### src/rtl/nios1_memtest_master.sv
`default_nettype none
// ============================================================================
//  Module      : nios1_memtest_master
//  Description : Avalon-MM memory test master for a single-port on-chip RAM
//                (read latency 1, no waitrequest). Writes an incrementing
//                pattern over a wrapping address window, reads it back,
//                counts mismatches and records the first failing address.
//  Revision    : 1.0 - initial release
// ============================================================================
module nios1_memtest_master #(
    parameter int ADDR_W = 12,
    parameter int DATA_W = 16
) (
    input  logic                  clk,
    input  logic                  reset_n,
    input  logic                  start,
    input  logic [ADDR_W-1:0]     base_addr,
    input  logic [ADDR_W:0]       word_count,
    input  logic [DATA_W-1:0]     seed,
    output logic                  busy,
    output logic                  done,
    output logic                  pass,
    output logic [ADDR_W:0]       err_count,
    output logic [ADDR_W-1:0]     first_err_addr,
    output logic [ADDR_W-1:0]     m_address,
    output logic [DATA_W/8-1:0]   m_byteenable,
    output logic                  m_chipselect,
    output logic                  m_write,
    output logic [DATA_W-1:0]     m_writedata,
    input  logic [DATA_W-1:0]     m_readdata,
    output logic                  m_clken
);

    typedef enum logic [2:0] {
        S_IDLE  = 3'd0,
        S_WRITE = 3'd1,
        S_READ  = 3'd2,
        S_DRAIN = 3'd3,
        S_DONE  = 3'd4
    } state_t;

    // Largest testable window: every word of the memory exactly once.
    localparam logic [ADDR_W:0]     c_MAX_WORDS = {1'b1, {ADDR_W{1'b0}}};
    localparam logic [DATA_W/8-1:0] c_BE_ALL    = '1;

    state_t              state_q, state_d;
    logic [ADDR_W-1:0]   base_q, base_d;
    logic [DATA_W-1:0]   seed_q, seed_d;
    logic [ADDR_W:0]     n_q, n_d;
    logic [ADDR_W:0]     k_q, k_d;
    logic                rd_valid_q, rd_valid_d;
    logic [ADDR_W-1:0]   rd_off_q, rd_off_d;
    logic [ADDR_W:0]     err_q, err_d;
    logic [ADDR_W-1:0]   ferr_q, ferr_d;
    logic                pass_q, pass_d;

    logic                w_k_last;
    logic [ADDR_W-1:0]   w_cur_addr;
    logic [DATA_W-1:0]   w_cur_pat;
    logic [ADDR_W-1:0]   w_exp_addr;
    logic [DATA_W-1:0]   w_exp_pat;
    logic                w_mismatch;

    // Offset k maps to a wrapping address and a wrapping data pattern; the
    // read-back check uses the offset that was presented one cycle earlier.
    assign w_k_last   = (k_q == (n_q - 1'b1));
    assign w_cur_addr = base_q + k_q[ADDR_W-1:0];
    assign w_cur_pat  = seed_q + DATA_W'(k_q);
    assign w_exp_addr = base_q + rd_off_q;
    assign w_exp_pat  = seed_q + DATA_W'(rd_off_q);
    assign w_mismatch = rd_valid_q && (m_readdata != w_exp_pat);

    assign busy           = (state_q != S_IDLE);
    assign done           = (state_q == S_DONE);
    assign pass           = pass_q;
    assign err_count      = err_q;
    assign first_err_addr = ferr_q;
    assign m_clken        = reset_n;

    // State and datapath registers; reset aborts any test in progress.
    always_ff @(posedge clk) begin
        if (!reset_n) begin
            state_q    <= S_IDLE;
            base_q     <= '0;
            seed_q     <= '0;
            n_q        <= '0;
            k_q        <= '0;
            rd_valid_q <= 1'b0;
            rd_off_q   <= '0;
            err_q      <= '0;
            ferr_q     <= '0;
            pass_q     <= 1'b0;
        end else begin
            state_q    <= state_d;
            base_q     <= base_d;
            seed_q     <= seed_d;
            n_q        <= n_d;
            k_q        <= k_d;
            rd_valid_q <= rd_valid_d;
            rd_off_q   <= rd_off_d;
            err_q      <= err_d;
            ferr_q     <= ferr_d;
            pass_q     <= pass_d;
        end
    end

    // Next-state, result bookkeeping and Avalon-MM bus drive.
    always_comb begin
        state_d      = state_q;
        base_d       = base_q;
        seed_d       = seed_q;
        n_d          = n_q;
        k_d          = k_q;
        rd_valid_d   = (state_q == S_READ);
        rd_off_d     = k_q[ADDR_W-1:0];
        err_d        = err_q;
        ferr_d       = ferr_q;
        pass_d       = pass_q;
        m_address    = '0;
        m_byteenable = '0;
        m_chipselect = 1'b0;
        m_write      = 1'b0;
        m_writedata  = '0;

        // Read data returns one cycle after its address (READ 2..N, DRAIN).
        if (w_mismatch) begin
            err_d = err_q + 1'b1;
            if (err_q == '0) begin
                ferr_d = w_exp_addr;
            end
        end

        case (state_q)
            S_IDLE: begin
                if (start) begin
                    base_d = base_addr;
                    seed_d = seed;
                    n_d    = (word_count > c_MAX_WORDS) ? c_MAX_WORDS : word_count;
                    k_d    = '0;
                    err_d  = '0;
                    ferr_d = '0;
                    // An empty test has nothing to mismatch, so it passes.
                    pass_d  = (word_count == '0);
                    state_d = (word_count == '0) ? S_DONE : S_WRITE;
                end
            end
            S_WRITE: begin
                m_chipselect = 1'b1;
                m_write      = 1'b1;
                m_byteenable = c_BE_ALL;
                m_address    = w_cur_addr;
                m_writedata  = w_cur_pat;
                if (w_k_last) begin
                    k_d     = '0;
                    state_d = S_READ;
                end else begin
                    k_d = k_q + 1'b1;
                end
            end
            S_READ: begin
                m_chipselect = 1'b1;
                m_byteenable = c_BE_ALL;
                m_address    = w_cur_addr;
                if (w_k_last) begin
                    state_d = S_DRAIN;
                end else begin
                    k_d = k_q + 1'b1;
                end
            end
            S_DRAIN: begin
                // err_d already includes the final read-back comparison.
                pass_d  = (err_d == '0);
                state_d = S_DONE;
            end
            S_DONE: begin
                state_d = S_IDLE;
            end
            default: begin
                state_d = S_IDLE;
            end
        endcase
    end

endmodule
`default_nettype wire

### config.mk
export PLATFORM = sky130hd
export DESIGN_NAME = nios1_memtest_master
export DESIGN_NICKNAME = d
export VERILOG_FILES = /design/src/rtl/nios1_memtest_master.sv
export SDC_FILE = /design/constraint.sdc
export NUM_CORES = 1
export LEC_CHECK = 0
export ABC_AREA = 1
export ABC_CLOCK_PERIOD_IN_PS = 4300
export BUFFER_PORTS_ARGS = -buffer_cell sky130_fd_sc_hd__buf_2
export CAP_MARGIN = 20
export CELL_PAD_IN_SITES_DETAIL_PLACEMENT = 0
export CELL_PAD_IN_SITES_GLOBAL_PLACEMENT = 2
export CORE_MARGIN = 2
export CORE_UTILIZATION = 31
export CTS_BUF_LIST = sky130_fd_sc_hd__clkbuf_8 sky130_fd_sc_hd__clkbuf_16
export DETAILED_ROUTE_END_ITERATION = 10
export PLACE_DENSITY_LB_ADDON = 0.1
export SETUP_SLACK_MARGIN = 0.5
export SLEW_MARGIN = 20
export SYNTH_ARGS = -nofsm -noshare
export SYNTH_HDL_FRONTEND = slang
export SYNTH_SLANG_ARGS = --single-unit
### constraint.sdc
create_clock -name clk -period 4.3 [get_ports clk]
set_input_delay 1.29 -clock clk [delete_from_list [all_inputs] [get_ports clk]]
set_output_delay 1.29 -clock clk [all_outputs]
set_load 0.01 [all_outputs]
==> results.yml <==
status:
  outcome: "complete, no violations"
timing:
  post-route-period-util_pct: 92.1
  skew_ns: 0.0148
  min_period_ns: 3.96
  rsz0062_at_grt: "true"
  tightest_slew_ns: 0.789
  finalSetupTns_ns: 0
  maxSlewHeadroom_pct: 47.0
  drv_slew: 0
  setup_violations: 0
  finalHoldViolCount: 0
  setup_ws_ns: 0.340
  clock.fmax_ghz: 0.253
die:
  start_util_pct: 31.4
  core-area_um2: 22400
  dieHeight_um: 155
  io_pins: 121
  die_x_um: 155
  die_area_um2: 23900
  row_count: 55
clocking:
  cts_tree: "built"
  htreeDepth: 3
  clk_latency_ns: 0.36
  cts_buffers: 9
  path_clk_slew_ns: 0.08
  cts_hold_buf: 0
  root_buffer: "clkbuf_16"
  clock_path_buffers: 2
  cts.sinks: 96
critical_path:
  rrSetupSlack_ns: 1.09
  cp_data_arrival_time_ns: 2.67
  r2r-start: "seed_q[0]"
  cp_max_fo: 3
  cp-start-kind: "flop"
  endpoint_kind: "primary output"
  r2r_end: "first_err_addr[7]"
  path_class: "reg2out"
  crit_required_ns: 3.01
  r2r_cells: 17
drt:
  via_per_inst: 4.79
  route.vias.total: 7114
  drtPass1Iterations: 4
  drt_iter0_drc: 303
  route.detailed.drc: 0
  ant_nets: 0
  wire_per_inst_um: 15.6
  routed_wl_um: 23200
logic_synthesis:
  yosys.cell_count.top_type: "nand2_1"
  netlist_top_cells_count: "233 x nand2_1, 154 x inv_1, 96 x dfxtp_1, 94 x nor2_1, 83 x a21oi_1"
  syn_avg_cell_area_um2: 6.75
  synth_top_cell_area_share_pct: 27.3
  seq_area_frac_synth_pct: 27.3
  synth.cell_area_um2: 7040
  synth_edf_count: 0
  ys_seq_elements: 96
  synthArstFlopShare_pct: 0
  synth_nets: 1157
  synthTopCellsByArea: "dfxtp_1 27%, nand2_1 12%, ha_1 9.1%"
  synth.distinct_cells: 54
  yosysTopAreaCell: "dfxtp_1"
  ys.warnings.count: 0
  synth_top_flop_cell: "dfxtp_1"
  synthCells: 1042
min_path:
  hp-class: "reg2reg"
  min_from: "first_err_addr[2]"
  hold_path_end: "first_err_addr[2]"
  whs_path_depth: 2
power_and_ir_drop:
  power.leakage_uw: 0.00434
  ir_worst_vdd_mv: 0.193
  power_density_nw_per_um2: 377
global_route:
  grt_max_degree: 40
  grt.overflow.total: 0
  grt_pass1_wl_um: 36800
  antenna_found_initial: 0
  grt_pass1_vias: 6874
  grtUsageTotal_pct: 19.5
placed_design:
  hpwl_um: 18200
  numPlacedInstances: 1439
  place.gp.congestion: 0.816
  dpl_worst_slack_ns: 0.390
  io_buffer_count: 120
job:
  cap_violations: 0
finish:
  final_core_util_pct: 39.1
  synthToLayoutAreaGrowth_pct: 24.6
  finalNetCount: 1309
  drive_above_1_share_pct: 21.9
  final_cells: 1484
  antenna_cells: 0
-- registers in the layout (all words and copies together) (netlist names) --
register / cells
rd_off_q: 12
k_q: 13
seed_q: 16
pass: 1
rd_valid_q: 1
state_q: 3
n_q: 13
first_err_addr: 12
err_count: 13
base_q: 12
-- where the power goes --
part / internal (µW) / switching (µW) / total (µW)
Combinational: 466 / 832 / 1300
Clock: 465 / 415 / 880
Sequential: 1000 / 122 / 1120
Total: 1930 / 1370 / 3300
-- worst max-delay path, cell delays in order, from the launching register on --
cell and delay, ns:
dfxtp_4 0.37, ha_4 0.16, fa_2 0.33, nand2_1 0.09, inv_2 0.04, nor2_2 0.09, nor2_2 0.05, nor2_1 0.09
nor2_1 0.06, o21ai_1 0.12, nand2_1 0.09, nand2_1 0.06, nand2_1 0.06, a21oi_2 0.15, o21ai_1 0.07, a21o_1 0.19
o21ai_1 0.11, a21oi_1 0.05, buf_2 0.13
-- worst max-delay path by stage --
| stage | start | to | depth (start not counted) |
|---|---|---|---|
| 2_1_floorplan | k_q[0] | m_writedata[12] | 15 |
| 3_3_place_gp | k_q[1] | m_writedata[11] | 14 |
| 3_5_place_dp | k_q[1] | m_writedata[11] | 14 |
| 4_1_cts | k_q[0] | m_address[10] | 18 |
| 5_1_grt | k_q[0] | m_address[10] | 18 |
| 6_report | k_q[0] | m_address[10] | 18 |
-- logic make-up (layout without fill, tap and decap cells) --
logic type | count (synthesis) | after routing | synth area share, %
AO/OA/AOI/OAI | 207 | 207 | 17.4
XOR/XNOR | 53 | 53 | 6.79
adder cells (fa/ha/maj) | 55 | 55 | 10.2
buffers and inverters | 179 | 336 | 9.99
flip-flops | 96 | 96 | 27.3
AND/OR/NAND/NOR | 452 | 452 | 28.3
-- metrics by stage --
| stage | cell area [µm²] | total power [µW] | hold slack [ns] |
|---|---|---|---|
| after floorplan | 7040 | 1960 | 0.439 |
| after global placement | 7990 | 2380 | 0.435 |
| after detailed placement | 7990 | 2370 | 0.449 |
| after CTS | 8500 | 3290 | 0.461 |
| after global routing | 8760 | 3540 | 0.491 |
| final | 8760 | 3300 | 0.457 |
-- cells in the final DEF, fill, tap and decap left out, types with 3 or more instances in the layout --
cell       netlist  layout
nand2_1        233     227
a22o_1          25      25
o21ai_0         61      46
nor2_1          94      90
a21o_1           3       3
buf_2            2     119
nand3_1         46      43
nor3_1          19      18
inv_2            1       3
xor2_1          33      33
buf_4            3      36
nand3_2          8      11
clkbuf_16        0       9
ha_1            51      47
o21bai_1         5       5
o21ai_2          1       6
nor2_2           8      12
nand2_2          5      11
a21oi_1         83      74
o21ai_1          5      14
dfxtp_4          0       4
ha_4             0       4
a21oi_2          3      11
xnor2_1         19      19
inv_1          154     152
a211oi_1         3       3
nand4_1         12      12
buf_6            2       8
o22ai_1          8       8
nor4_1           7       7
dfxtp_1         96      87
dfxtp_2          0       5
nor3b_1          3       3
nand3b_1         7       7
-- cell type report --
type	count	area (µm²)
timing repair buffer	163	956
clock buffer	9	225
sequential	96	1940
multi-input combinational	767	4600
fill	2484	13700
tap	285	357
clock inverter	7	88.8
inverter	157	592
-- per-layer routing --
metal / GRT usage, % / vias up / wire, µm
met1: 26.7 / 3231 / 11400
met4: 5.42 / 0 / 445
met2: 32.2 / 125 / 10600
met3: 2.47 / 22 / 771
li1: - / 3736 / -
met5: 0 / - / 0
-- timing repair --
item	in CTS	in global routing
resized for setup	31	47
setup endpoints to repair	12	15
buffers inserted	16	13
pin swaps	14	18
Note: power is estimated with default switching activity, not from simulation.
